File: src/rtl/instr_encoder_loader.sv
// Program loader: packs symbolic ADDI/BNE instructions into RV32I words and streams each word
// little-endian, one byte per cycle, into byte-wide instruction memory starting at BASE_ADDR.
module instr_encoder_loader #(
  parameter int ADDR_WIDTH = 8,
  parameter int BASE_ADDR  = 0
) (
  input  logic                  clk,
  input  logic                  rst,
  input  logic                  in_valid,
  output logic                  in_ready,
  input  logic [1:0]            op,
  input  logic [4:0]            rd,
  input  logic [4:0]            rs1,
  input  logic [4:0]            rs2,
  input  logic signed [12:0]    imm,
  output logic                  mem_we,
  output logic [ADDR_WIDTH-1:0] mem_addr,
  output logic [7:0]            mem_wdata,
  output logic [31:0]           instr_word,
  output logic                  err,
  output logic [ADDR_WIDTH-2:0] count,
  output logic                  full
);
  localparam int CAP = ((2 ** ADDR_WIDTH) - BASE_ADDR) / 4;
  localparam logic [ADDR_WIDTH-1:0] BASE    = ADDR_WIDTH'(BASE_ADDR);
  localparam logic [ADDR_WIDTH-2:0] CAP_CNT = (ADDR_WIDTH-1)'(CAP);

  typedef enum logic {IDLE, WRITE} state_t;

  state_t                  state_q, state_d;
  logic [ADDR_WIDTH-1:0]   wr_ptr_q, wr_ptr_d;
  logic [1:0]              byte_idx_q, byte_idx_d;
  logic [31:0]             instr_word_q, instr_word_d;
  logic                    err_q, err_d;
  logic [ADDR_WIDTH-2:0]   count_q, count_d;
  logic                    full_q, full_d;

  function automatic logic [31:0] encode(input logic [1:0] f_op, input logic [4:0] f_rd,
                                         input logic [4:0] f_rs1, input logic [4:0] f_rs2,
                                         input logic signed [12:0] f_imm);
    if (f_op == 2'b01)
      encode = {f_imm[12], f_imm[10:5], f_rs2, f_rs1, 3'b001, f_imm[4:1], f_imm[11], 7'b1100011};
    else
      encode = {f_imm[11:0], f_rs1, 3'b000, f_rd, 7'b0010011};
  endfunction

  // Undefined opcode, ADDI immediate outside 12-bit signed range, or odd branch offset.
  function automatic logic is_rejected(input logic [1:0] f_op, input logic signed [12:0] f_imm);
    is_rejected = f_op[1]
               || ((f_op == 2'b00) && (f_imm[12] != f_imm[11]))
               || ((f_op == 2'b01) && f_imm[0]);
  endfunction

  assign in_ready   = (state_q == IDLE) && !full_q;
  assign mem_we     = (state_q == WRITE);
  assign mem_addr   = wr_ptr_q + {{(ADDR_WIDTH-2){1'b0}}, byte_idx_q};
  assign instr_word = instr_word_q;
  assign err        = err_q;
  assign count      = count_q;
  assign full       = full_q;

  always_comb begin
    mem_wdata = 8'h00;
    if (state_q == WRITE) begin
      case (byte_idx_q)
        2'd0:    mem_wdata = instr_word_q[7:0];
        2'd1:    mem_wdata = instr_word_q[15:8];
        2'd2:    mem_wdata = instr_word_q[23:16];
        default: mem_wdata = instr_word_q[31:24];
      endcase
    end
  end

  always_comb begin
    state_d      = state_q;
    wr_ptr_d     = wr_ptr_q;
    byte_idx_d   = byte_idx_q;
    instr_word_d = instr_word_q;
    err_d        = 1'b0;
    count_d      = count_q;
    full_d       = full_q;
    case (state_q)
      IDLE: begin
        if (in_valid && in_ready) begin
          if (is_rejected(op, imm)) begin
            err_d = 1'b1;
          end else begin
            instr_word_d = encode(op, rd, rs1, rs2, imm);
            byte_idx_d   = 2'd0;
            state_d      = WRITE;
          end
        end
      end
      WRITE: begin
        if (byte_idx_q == 2'd3) begin
          byte_idx_d = 2'd0;
          count_d    = count_q + 1'b1;
          state_d    = IDLE;
          // The pointer parks on the last slot once full so it can never wrap.
          if (count_d == CAP_CNT) full_d = 1'b1;
          else                    wr_ptr_d = wr_ptr_q + ADDR_WIDTH'(4);
        end else begin
          byte_idx_d = byte_idx_q + 2'd1;
        end
      end
      default: state_d = IDLE;
    endcase
  end

  always_ff @(posedge clk) begin
    if (rst) begin
      state_q      <= IDLE;
      wr_ptr_q     <= BASE;
      byte_idx_q   <= 2'd0;
      instr_word_q <= 32'h0;
      err_q        <= 1'b0;
      count_q      <= '0;
      full_q       <= 1'b0;
    end else begin
      state_q      <= state_d;
      wr_ptr_q     <= wr_ptr_d;
      byte_idx_q   <= byte_idx_d;
      instr_word_q <= instr_word_d;
      err_q        <= err_d;
      count_q      <= count_d;
      full_q       <= full_d;
    end
  end

endmodule
File: config.mk
export PLATFORM = sky130hd
export DESIGN_NAME = instr_encoder_loader
export DESIGN_NICKNAME = d
export VERILOG_FILES = /design/src/rtl/instr_encoder_loader.sv
export SDC_FILE = /design/constraint.sdc
export NUM_CORES = 1
export LEC_CHECK = 0
export CAP_MARGIN = 20
export CORE_ASPECT_RATIO = 0.6
export CORE_MARGIN = 4
export CORE_UTILIZATION = 43
export DETAILED_ROUTE_END_ITERATION = 8
export PLACE_DENSITY_LB_ADDON = 0.15
export REMOVE_ABC_BUFFERS = 1
export SYNTH_ARGS = -nofsm -noshare
export SYNTH_HDL_FRONTEND = slang
export SYNTH_SLANG_ARGS = --single-unit
File: constraint.sdc
create_clock -name clk -period 2.7 [get_ports clk]
set_input_delay 0.54 -clock clk [delete_from_list [all_inputs] [get_ports clk]]
set_output_delay 0.54 -clock clk [all_outputs]
set_load 0.01 [all_outputs]
# --- Word-level counts from Yosys, hierarchy flattened ---
# Cells that the tools add are included.
word_totals:
  regBits: 52
  out_inout_bits: 59
  elab_cells: 50
classes:
  n_addsub: 4
  n_eq_ne: 8
  muxes: 12
  bitwise: 4
  reduce_logical: 15
ops:
  columns: ["cell", "count"]
  rows:
  - ["$mux 32", 1]
  - ["$pmux 8 s3", 1]
  - ["$reduce_and 3->1", 3]
  - ["$add 8x2->8", 1]
  - ["$add 8x3->8 const B", 1]
  - ["$mux 8", 1]
  - ["$add 7x1->7 const B", 1]
  - ["$eq 7x7->1 const B", 1]
  - ["$mux 2", 3]
  - ["$eq 2x1->1 const B", 2]
  - ["$eq 2x2->1 const B", 2]
  - ["$logic_and 1x1->1", 4]
  - ["$logic_not 2->1", 2]
  - ["$mux 1", 4]
  - ["$not 1->1", 4]
  - ["$pmux 2 s2", 1]
  - ["$reduce_and 2->1", 2]
  - ["$reduce_or 3->1", 1]
  - ["$add 2x1->2 const B", 1]
  - ["$logic_or 1x1->1", 2]
  - ["$ne 2x1->1 const B", 1]
  - ["$ne 2x2->1 const B", 1]
  - ["$pmux 1 s2", 1]
  - ["$logic_not 1->1", 1]
  - ["$ne 1x1->1", 1]

# --- Logic depth before layout (Yosys ltp) ---
# Gate-level depths: netlist (run 1).
logic_depth:
  ltp_word: 7
  depth_mapped: 7
  ltp_nobuf: 6

# --- Least setup slack after synthesis (run 1) ---
# Ideal clock, no wire load.
synth_timing:
  path_kind: "register -> register"
  startpoint: "reg count_q[0], in the netlist count[0]"
  endpoint: "reg wr_ptr_q[7]"
  setup_ns: 0.123
  arrival_time_ns: 1.932
  path_slack_ns: 0.645
  path_stages_with_launch: 7
  n_path_buf: 0
  period_less_slack_ns: 2.055
  cell_sequence: "dfxtp_1 > ha_1 > and3_4 > and4_4 > nor3_4 > a2111oi_4 > mux2_1"
synth_via:
  elab_chain_len: 4
synth_rtl:
  columns: ["element", "line", "rtl"]
  rows:
  - ["start, declared", "35", "logic [ADDR_WIDTH-2:0] count_q, count_d;"]
  - ["start signal, assigned", "125", "count_q <= count_d;"]
  - ["$add 7x1->7", "97", "count_d = count_q + 1'b1;"]
  - ["$eq 7x7->1", "100", "if (count_d == CAP_CNT) full_d = 1'b1;"]
  - ["$not 1->1 (no source line)", null, null]
  - ["$reduce_and 3->1 (no source line)", null, null]
  - ["end signal, assigned", "121", "wr_ptr_q <= wr_ptr_d;"]
  - ["end, declared", "31", "logic [ADDR_WIDTH-1:0] wr_ptr_q, wr_ptr_d;"]
# No other way between the ends.
# A chain may end at the register's enable or synchronous reset.

# --- Final worst setup path (run 1) ---
layout_timing:
  startpoint: "reg byte_idx_q[0]"
  endpoint: "out mem_wdata[7]"
layout_via:
  elab_chain_len: 3
  elab_cells_between_ends: 5
  cone_classes: "2 x eq/ne; 2 x mux; 1 x reduce/logical"
layout_rtl:
  columns: ["element", "line", "rtl"]
  rows:
  - ["start, declared", "32", "logic [1:0] byte_idx_q, byte_idx_d;"]
  - ["start signal, assigned", "122", "byte_idx_q <= byte_idx_d;"]
  - ["$eq 2x2->1 (tied with other cells)", "65", "case (byte_idx_q)"]
  - ["$pmux 8 s3 (*)", "65", null]
  - ["$mux 8 (*)", "64", "if (state_q == WRITE) begin"]
  - ["end, declared", "18", "output logic [7:0] mem_wdata,"]
# Every way passes the cells marked *; elsewhere a longest branch is shown, timed or not.

==> summary.md, run 1 <==
| Metric | Value |
|---|---|
| Switching pwr | `~0.33 mW` |
| Library cells used by synthesis | `between 40 and 50` |
| Post-CTS Setup Inserts | `0` |
| Power Total | `1.35 mW` |
| Die area | `roughly 6500 µm²` |
| RR Endpoint | `wr_ptr_q[4]$_SDFFE_PP0P_` |
| Cell leakage power | `roughly 1.3 nW` |
| Routed len/inst | `around 15 µm` |
| Vias in the first global route | `just under 2000` |
| Area of the core | `just over 5000 µm²` |
| Synthesized area | `roughly 2200 µm²` |
| Area occupied by multi-input gates | `~1300 µm²` |
| PwrDens | `414 nW/µm²` |
| Combinational power share | `16.4%` |
| FF/Latch Area | `863 µm²` |
| Vias | `between 2000 and 2500` |
| Met2 Use GR | `between 20 and 30%` |
| Clock transition at path regs | `roughly 80 ps` |
| Ys Warns | `0` |
| CTS tree | `done` |
| HP Class | `flip-flop to flip-flop` |
| Critical path class | `flip-flop to output port` |
| Register share of total power | `approximately half` |
| Post-synth ARST share | `0%` |
| Clk root buf | `clkbuf_8` |
| Normalized max-slew margin | `a little under two thirds` |
| DRC violations left | `0` |
| Register-to-Register Path Depth | `6` |
| Switch share | `24.8%` |
| Hold Buf Count CTS | `0` |
| Hold Path End | `instr_word[19]$_SDFFE_PP0P_` |
| Sink Count | `43` |
| First-pass GRT wire length | `~10 mm` |
| Final setup viols | `0` |
| Final period util | `a little over nine tenths` |
| Vert. Die Dim | `between 60 and 70 µm` |
| TritonCTS buffer count | `5` |
| R2r startpoint | `count[0]$_SDFFE_PP0P_` |
| All-layer global routing usage | `19.8%` |
| GRT Max-Usage Layer | `met1` |
| Area grow syn2layout | `45.2%` |
| Sequential share of the synthesized area | `roughly two fifths` |
| Final hold violations | `0` |
| Nets | `between 300 and 400` |
| Core Rows | `20` |
| # Max-Cap Violations | `0` |
| Share of layout cells above drive strength 1 | `under 10%` |
| Worst Setup End Kind | `output port` |
| Met1 global-route usage | `between 20% and 30%` |
| RSZ-0062 raised after global routing | `no` |
| Hold path startpoint | `instr_word[19]$_SDFFE_PP0P_` |
| P_int | `a little over 1 mW` |
| Setup tns final | `0 ps` |
| Critical-path maximum fanout | `5` |
| Crit path DAT | `2020 ps` |
| CP Launch Type | `flip-flop` |
| Initial antenna violation count | `0` |
| Htree depth | `2` |
| Pin slew with the least headroom to its limit | `549 ps` |
| GPL Wtd Cong | `around 0.84` |
| Drt via density | `about 5.2` |
| Max Slew Vio Count | `0` |
| R2R Setup Slk | `500 ps` |
| Most used DFF post-synth | `dfxtp_1` |
| Clock share of power | `approximately a third` |
| Fin Clk Skew | `between 6 and 7 ps` |
| Total grt overflow | `0` |
| # IOs | `92` |
| Critical Path RT | `roughly 2200 ps` |
| Syn Area/Cell | `around 8.7 µm²` |
| Pre-Repair DR Iteration Count | `4` |
| DP HPWL | `4.48 mm` |
| Number of fill cells in the layout | `around 440` |
| Pin count of the biggest net entering global routing | `38` |
| DIE WIDTH | `slightly above 100 µm` |
| Post-Route WL | `roughly 6.2 mm` |
| Met3 usage | `approximately 6.5%` |
| Clk Latency, worst-skew pair | `around 290 ps` |
| Status | `finished, final reports clean` |
| Starting density of the core | `between 40% and 50%` |
| DRT iter0 DRCs | `a little under 100` |
| Worst-case clock buffer depth | `2` |
| Input/output buffers | `87` |
| Max IR drop VDD | `0.000198 V` |
| N_diodes | `0` |
| Hold Crit Depth | `2` |
| Final min period | `roughly 2600 ps` |
| Register bit total from synthesis | `between 40 and 50` |
| Antenna Nets Post-Route | `0` |
| Fmax | `390 MHz` |
| Post-synth EDFFs | `0` |
| Syn Inst Count | `about 260` |
## power by group through the flow
stage / sequential [mW] / clock (mW) / combinational, mW
floorplan: 0.700 / 0 / 0.0744
global placement: 0.693 / 0 / 0.218
detailed placement: 0.693 / 0 / 0.220
global route: 0.684 / 0.482 / 0.240
finish: 0.679 / 0.447 / 0.222
CTS: 0.679 / 0.456 / 0.222
## cells by family (layout without fill, tap and decap cells)
family	count (synthesis)	in the layout	share of synthesized area [%]
AO/OA/AOI/OAI	61	61	21.0
XOR/XNOR	8	8	3.12
other	1	4	0.167
buffers and inverters	29	107	6.35
multiplexers	16	16	7.58
flip-flops	43	43	38.4
AND/OR/NAND/NOR	94	94	19.6
adder cells (fa/ha/maj)	7	7	3.90
## Yosys cell counts, types with 2 or more instances
cell / number / area [µm²]
nand2_1: 37 / 139
ha_1: 7 / 87.6
nor3_4: 2 / 32.5
nor3_1: 3 / 15.0
a222oi_1: 4 / 40.0
buf_1: 2 / 7.51
o21ai_0: 3 / 15.0
nor2_1: 33 / 124
a211oi_1: 14 / 105
mux2_1: 3 / 33.8
or3_1: 2 / 12.5
mux2i_1: 11 / 110
xor2_1: 5 / 43.8
dfxtp_1: 43 / 861
buf_4: 7 / 52.6
nand3_1: 3 / 15.0
a221o_1: 2 / 20.0
a211o_1: 3 / 26.3
o211ai_1: 2 / 15.0
o211a_1: 5 / 50.1
and2_1: 2 / 12.5
clkbuf_1: 8 / 30.0
a21oi_1: 22 / 110
xnor2_1: 3 / 26.3
nand4_1: 2 / 12.5
nor2b_1: 3 / 18.8
buf_2: 6 / 30.0
inv_1: 6 / 22.5
## critical path, cell delays in order (launching register included)
cell	delay (ps)
dfxtp_2	380
inv_1	90
ha_2	230
a222oi_1	330
nand2_1	90
o211a_1	120
clkdlybuf4s50_1	490
## per-stage QoR
step | cells | util, % | hold slack (ps) | area, µm² | worst slack [ps]
after floorplan | 239 | - | 484 | 2140 | 645
after global placement | 398 | 62.2 | 459 | 3140 | 334
after detailed placement | 398 | 62.2 | 466 | 3140 | 316
after CTS | 406 | 64.2 | 478 | 3240 | 38.5
after global routing | 406 | 64.5 | 496 | 3260 | 46.6
final | 406 | 64.5 | 475 | 3260 | 136
## timing repair
| item | in CTS | in global routing |
|---|---|---|
| resized for setup | 1 | 6 |
| pin swaps | 0 | 1 |
| endpoints found under the setup margin | 1 | 5 |
| cloned | 0 | 0 |
## placed cells by master (no fill, tap or decap), types with 3 or more instances in the layout
cell,n
clkdlybuf4s50_1,85
dfxtp_1,41
nand2_1,37
nor2_1,33
a21oi_1,22
a211oi_1,14
mux2i_1,11
clkbuf_8,7
inv_1,5
o211a_1,5
xor2_1,5
buf_4,5
a222oi_1,4
ha_1,4
conb_1,4
o21ai_0,3
nor2b_1,3
nor3_1,3
nand3_1,3
mux2_1,3
a211o_1,3
xnor2_1,3
ha_2,3
## sequential cells by signal, summed over array words and instances, names as in the netlist
name	cells
instr_word	25
count	7
wr_ptr_q	6
byte_idx_q	2
err	1
full	1
mem_we	1
## final cells by class
type	instances	share of cell area [%]
multi-input cells	190	38.7
repair buffers	93	28.4
flip-flops and latches	43	26.5
clock buffers	8	3.07
well taps	66	2.53
inverters	6	0.806
## worst max path at each step
stage	cells past startpoint	to	from
floorplan	6	wr_ptr_q[7]$_SDFFE_PP0P_	count[0]$_SDFFE_PP0P_
global placement	6	mem_wdata[1]	byte_idx_q[0]$_SDFFE_PP0P_
detailed placement	6	mem_wdata[1]	byte_idx_q[0]$_SDFFE_PP0P_
CTS	6	mem_wdata[1]	byte_idx_q[1]$_SDFFE_PP0P_
global route	6	mem_wdata[7]	byte_idx_q[0]$_SDFFE_PP0P_
finish	6	mem_wdata[7]	byte_idx_q[0]$_SDFFE_PP0P_
## metal layers
| metal | routed length [µm] | vias to the layer above |
|---|---|---|
| met4 | 25 | 0 |
| met2 | 2610 | 78 |
| li1 | - | 1061 |
| met5 | 0 | - |
| met3 | 541 | 4 |
| met1 | 3010 | 949 |
(Power assumes the default switching activity.)
==> run 2, diff against run 1 <==
- RECOVER_POWER: not set -> 50
==> summary.md, run 2 (synthesized netlist as in run 1, its figures left out) <==
| Metric | Value |
|---|---|
| Status | `finished, final reports clean` |
| Drt via density | `5.14 (-0.19%)` |
| Cell leakage power | `1.38 nW (+9.9%)` |
| Clk Latency, worst-skew pair | `290 ps (about the same)` |
| PwrDens | `412 nW/µm² (-0.31%)` |
| Sink Count | `43 (unchanged)` |
| # IOs | `92 (unchanged)` |
| Final period util | `94.9% (about the same)` |
| Fmax | `390 MHz (about the same)` |
| WP depth | `6 (unchanged)` |
| Hold Crit Depth | `2 (unchanged)` |
| Setup tns final | `0 ps (unchanged)` |
| First-pass GRT wire length | `10.2 mm (unchanged)` |
| DRC violations left | `0 (unchanged)` |
| DRT iter0 DRCs | `96 (-3.0%)` |
| Area grow syn2layout | `44.5%` |
| Vias in the first global route | `1985 (unchanged)` |
| CTS tree | `done` |
| CP top delay family | `buffers and inverters` |
| Die area | `6480 µm² (unchanged)` |
| TritonCTS buffer count | `5 (unchanged)` |
| Normalized max-slew margin | `55.3% (-8.1 points)` |
| Critical Path RT | `2160 ps (about the same)` |
| Pin slew with the least headroom to its limit | `671 ps (+122 ps)` |
| Max reg flops | `25 (unchanged)` |
| Buffers and inverters on the worst path | `2 (unchanged)` |
| RSZ-0062 raised after global routing | `no` |
| Clock transition at path regs | `80 ps (about the same)` |
| Nets | `379 (unchanged)` |
| Antenna Nets Post-Route | `0 (unchanged)` |
| Post-Route WL | `6.15 mm (-0.52%)` |
| Final hold violations | `0 (unchanged)` |
| Pin count of the biggest net entering global routing | `38 (unchanged)` |
| Crit path DAT | `2020 ps (about the same)` |
| Vert. Die Dim | `64.0 µm (unchanged)` |
| Leading cell types in the layout, fill and taps excluded | `44 x clkdlybuf4s50_1, 41 x dfxtp_1, 41 x dlygate4sd3_1` |
| Htree depth | `2 (unchanged)` |
| Worst-case clock buffer depth | `2 (unchanged)` |
| Vias | `2088 (-0.19%)` |
| Critical-path maximum fanout | `5 (unchanged)` |
| Max Slew Vio Count | `0 (unchanged)` |
| Final setup viols | `0 (unchanged)` |
| Share of layout cells above drive strength 1 | `8.82% (unchanged)` |
| Area of the core | `5050 µm² (unchanged)` |
| Pre-Repair DR Iteration Count | `4 (unchanged)` |
| N_diodes | `0 (unchanged)` |
| Final min period | `2560 ps (-1.46 ps)` |
| HP Class | `flip-flop to flip-flop` |
| Critical path cell sequence | `inv_1 > ha_2 > a222oi_1 > nand2_1 > o211a_1 > clkdlybuf4s50_1` |
| Power Total | `1.34 mW (-0.77%)` |
| Register-to-Register Path Depth | `6 (unchanged)` |
| Core Rows | `20 (unchanged)` |
| Input/output buffers | `87 (unchanged)` |
| Slowest CP cell | `clkdlybuf4s50_1` |
| Worst Setup End Kind | `output port` |
| All-layer global routing usage | `19.8% (unchanged)` |
| DIE WIDTH | `101 µm (unchanged)` |
| Clk root buf | `clkbuf_8` |
| Number of fill cells in the layout | `437 (+0.46%)` |
| Largest stage delay, worst path | `490 ps (about the same)` |
| Initial antenna violation count | `0 (unchanged)` |
| DP HPWL | `4.48 mm (unchanged)` |
| # Max-Cap Violations | `0 (unchanged)` |
| Starting density of the core | `44.4% (unchanged)` |
| Routed len/inst | `15.2 µm (-0.52%)` |
| Max IR drop VDD | `0.000199 V (+0.64%)` |
| Critical path class | `flip-flop to output port` |
| Fin Clk Skew | `7.97 ps (+1.45 ps)` |
| Post-CTS Setup Inserts | `0 (unchanged)` |
| CP Launch Type | `flip-flop` |
| Most common cell after layout, fill and taps aside | `clkdlybuf4s50_1` |
| GPL Wtd Cong | `0.843 (unchanged)` |
| Total grt overflow | `0 (unchanged)` |
==> run 2: changes by cell type in the layout (fill, tap and decap cells not counted) <==
cell	before	now
and2_0	0	2
and2_1	2	0
buf_12	1	0
clkbuf_2	0	1
clkdlybuf4s50_1	85	44
dlygate4sd3_1	0	41
==> run 2: final cells by class <==
cell class	count	area, µm²	share of cell area [%]
Sequential cell	43	863	26.6
Timing Repair Buffer	93	911	28.1
Multi-Input combinational cell	190	1260	38.9
Tap cell	66	82.6	2.55
Inverter	6	26.3	0.810
Clock buffer	8	100	3.09
==> run 2: worst paths after layout <==
check | slack [ps] | start | end
setup / recovery | 140 | byte_idx_q[0]$_SDFFE_PP0P_ | mem_wdata[7]
hold / removal | 470 | instr_word[19]$_SDFFE_PP0P_ | instr_word[19]$_SDFFE_PP0P_
setup reg to reg | 490 | count[0]$_SDFFE_PP0P_ | wr_ptr_q[4]$_SDFFE_PP0P_
hold reg to reg | 470 | instr_word[19]$_SDFFE_PP0P_ | instr_word[19]$_SDFFE_PP0P_
==> run 2: routing by layer <==
layer | vias up | GRT usage (%) | wire, µm
met4 | 0 | 3.98 | 12
met3 | 2 | 6.54 | 513
met5 | - | 0 | 0
li1 | 1060 | - | -
met1 | 950 | 29.4 | 3020
met2 | 76 | 27.7 | 2610
==> run 2: repair_timing <==
item / in CTS / in global routing
resized for setup: 1 / 6
hold buffers: 0 / 0
cloned: 0 / 0
pin swaps: 0 / 1
endpoints found under the setup margin: 1 / 5
==> run 2: through the flow <==
| stage | hold WS [ps] | worst slack, ps | cell area (µm²) | utilization, % | std cells |
|---|---|---|---|---|---|
| 5_1_grt | 493 | 49.2 | 3240 | 64.2 | 406 |
| 2_1_floorplan | 484 | 645 | 2140 | - | 239 |
| 4_1_cts | 478 | 38.5 | 3240 | 64.2 | 406 |
| 3_5_place_dp | 466 | 316 | 3140 | 62.2 | 398 |
| 6_report | 472 | 138 | 3240 | 64.2 | 406 |
| 3_3_place_gp | 459 | 334 | 3140 | 62.2 | 398 |
==> run 2: power breakdown <==
group / internal, mW / switching [mW]
registers: 0.656 / 0.0220
clock network: 0.234 / 0.216
logic: 0.113 / 0.0967
total: 1.00 / 0.335
==> run 2: worst min-delay path, stage by stage (launching register included) <==
cell and delay, ps:
dfxtp_1 320, nand2_1 50, a21oi_1 50
==> run 3, diff against run 2 <==
- CORE_ASPECT_RATIO: 0.6 -> not set
- CTS_CLUSTER_DIAMETER: not set -> 120
- CTS_CLUSTER_SIZE: not set -> 40
==> summary.md, run 3 (synthesized netlist as in run 1, its figures left out) <==
| Metric | Value |
|---|---|
| Switching pwr | `0.340 mW (+1.7%)` |
| CP top delay family | `buffers and inverters` |
| P_int | `1.00 mW (about the same)` |
| Htree depth | `2 (unchanged)` |
| CTS tree | `done` |
| Finished Core Util | `64.4% (+0.24 points)` |
| Cell leakage power | `1.40 nW (+1.3%)` |
| Number of fill cells in the layout | `458 (+4.8%)` |
| Most common cell after layout, fill and taps aside | `clkdlybuf4s50_1` |
| Met3 usage | `6.05% (-0.49 points)` |
| # IOs | `92 (unchanged)` |
| Worst Setup End Kind | `output port` |
| Vias | `2141 (+2.5%)` |
| Combinational power share | `15.6% (about the same)` |
| Fmax | `391 MHz (about the same)` |
| Area of the core | `5070 µm² (+0.40%)` |
| Pin count of the biggest net entering global routing | `27 (-29%)` |
| Normalized max-slew margin | `22.7% (-33 points)` |
| CP Launch Type | `flip-flop` |
| Nets | `381 (+0.53%)` |
| DIE WIDTH | `80.3 µm (-21%)` |
| First-pass GRT wire length | `9.65 mm (-5.7%)` |
| Die area | `6440 µm² (-0.59%)` |
| Switch share | `25.3% (+0.31 points)` |
| Clk root buf | `clkbuf_8` |
| Fin Clk Skew | `2.19 ps (-5.78 ps)` |
| Final hold violations | `0 (unchanged)` |
| N_diodes | `0 (unchanged)` |
| Critical Path RT | `2160 ps (about the same)` |
| Register share of total power | `50.4% (-0.3 points)` |
| DRT iter0 DRCs | `60 (-38%)` |
| Max reg flops | `25 (unchanged)` |
| All-layer global routing usage | `19.2% (-0.62 points)` |
| Input/output buffers | `87 (unchanged)` |
| Share of layout cells above drive strength 1 | `8.77% (-0.052 points)` |
| Vias in the first global route | `2014 (+1.5%)` |
| Slowest CP cell | `clkdlybuf4s50_1` |
| R2R Setup Slk | `550 ps (+60 ps)` |
| GRT Max-Usage Layer | `met2` |
| Clock transition at path regs | `80 ps (about the same)` |
| Placement Setup Slack | `247 ps (-68.6 ps)` |
| Vert. Die Dim | `80.3 µm (+25%)` |
| GPL Wtd Cong | `0.738 (-12%)` |
| Antenna Nets Post-Route | `0 (unchanged)` |
| Placed inst area | `3140 µm² (about the same)` |
| Met2 Use GR | `32.4% (+4.7 points)` |
| Routed len/inst | `14.6 µm (-4.0%)` |
| Clock share of power | `33.9% (+0.3 points)` |
| TritonCTS buffer count | `5 (unchanged)` |
| Drt via density | `5.20 (+1.0%)` |
| Fin cells | `412 (+1.5%)` |
| FF/Latch Area | `866 µm² (+0.29%)` |
| Core Rows | `26 (+30%)` |
| Hold Buf Count CTS | `0 (unchanged)` |
| Post-Route WL | `6.00 mm (-2.6%)` |
| Max IR drop VDD | `0.000327 V (+64%)` |
| Met1 global-route usage | `23.4% (-6.1 points)` |
| RSZ-0062 raised after global routing | `no` |
| Setup tns final | `0 ps (unchanged)` |
| PwrDens | `411 nW/µm² (-0.33%)` |
| Pre-Repair DR Iteration Count | `5 (+1)` |
| Buffers and inverters on the worst path | `3 (+1)` |
| Sink Count | `43 (unchanged)` |
| Area grow syn2layout | `45.6%` |
| Area occupied by multi-input gates | `1260 µm² (+0.20%)` |
| Crit path DAT | `2020 ps (about the same)` |
| Final setup viols | `0 (unchanged)` |
| # Max-Cap Violations | `0 (unchanged)` |
| Worst Setup Slack, final | `139 ps (+1.50 ps)` |
| Final period util | `94.8% (about the same)` |
| Critical-path maximum fanout | `8 (+3)` |
| Pin slew with the least headroom to its limit | `1160 ps (+489 ps)` |
| Worst-case clock buffer depth | `2 (unchanged)` |
| DP HPWL | `4.48 mm (-0.10%)` |
| Final min period | `2560 ps (-1.50 ps)` |
| Status | `finished, final reports clean` |
| Leading cell types in the layout, fill and taps excluded | `44 x clkdlybuf4s50_1, 41 x dfxtp_1, 41 x dlygate4sd3_1` |
| Total grt overflow | `0 (unchanged)` |
| HP Class | `flip-flop to flip-flop` |
| Critical path class | `flip-flop to output port` |
| Cell area after layout | `3270 µm² (+0.77%)` |
| Initial antenna violation count | `0 (unchanged)` |
| DRC violations left | `0 (unchanged)` |
| Critical path cell sequence | `ha_2 > clkinvlp_4 > buf_2 > o211a_1 > clkdlybuf4s50_1` |
| Placed cell count | `402 (+1.0%)` |
| Max Slew Vio Count | `0 (unchanged)` |
| Clk Latency, worst-skew pair | `300 ps (about the same)` |
| Largest stage delay, worst path | `490 ps (about the same)` |
| Starting density of the core | `44.2% (-0.18 points)` |
[run 3: timing repair]
action	4_1_cts	5_1_grt
gates resized for setup	1	9
setup buffers	0	2
pin swaps	1	2
setup endpoints to repair	2	6
cloned	0	0
[run 3: power groups by stage]
stage	clock (mW)	sequential, mW	combinational, mW
6_report	0.456	0.678	0.210
2_1_floorplan	0	0.700	0.0744
5_1_grt	0.498	0.683	0.228
4_1_cts	0.466	0.679	0.220
3_5_place_dp	0	0.694	0.219
3_3_place_gp	0	0.694	0.217
[run 3: final timing paths]
| path | from | endpoint | cells after the start |
|---|---|---|---|
| worst min register to register | instr_word[16]$_SDFFE_PP0P_ | instr_word[16]$_SDFFE_PP0P_ | 2 |
| worst min-delay path | instr_word[16]$_SDFFE_PP0P_ | instr_word[16]$_SDFFE_PP0P_ | 2 |
| worst max register to register | count[0]$_SDFFE_PP0P_ | wr_ptr_q[7]$_SDFFE_PP0P_ | 6 |
| worst max-delay path | byte_idx_q[0]$_SDFFE_PP0P_ | mem_wdata[2] | 5 |
[run 3: final cells by class]
type                            instances  share of cell area (%)
Inverter                                6                   0.804
Sequential cell                        43                    26.5
Timing Repair Buffer                   95                    28.3
Multi-Input combinational cell        190                    38.6
Tap cell                               70                    2.68
Clock buffer                            8                    3.06
[run 3: worst min-delay path, cell delays in order, from the launching register on]
cell     delay [ps]
dfxtp_1         330
nand2_1          60
a21oi_1          50
[run 3: stage by stage]
step,total power [mW],hold slack (ps)
3_5_place_dp,0.913,465
6_report,1.34,481
5_1_grt,1.41,499
3_3_place_gp,0.911,462
2_1_floorplan,0.774,484
4_1_cts,1.37,481
[run 3: layer usage]
layer	vias to the layer above	share of wire [%]
met3	7	6.8
met4	0	1.1
li1	1060	-
met5	-	0
met1	1001	43
met2	73	49
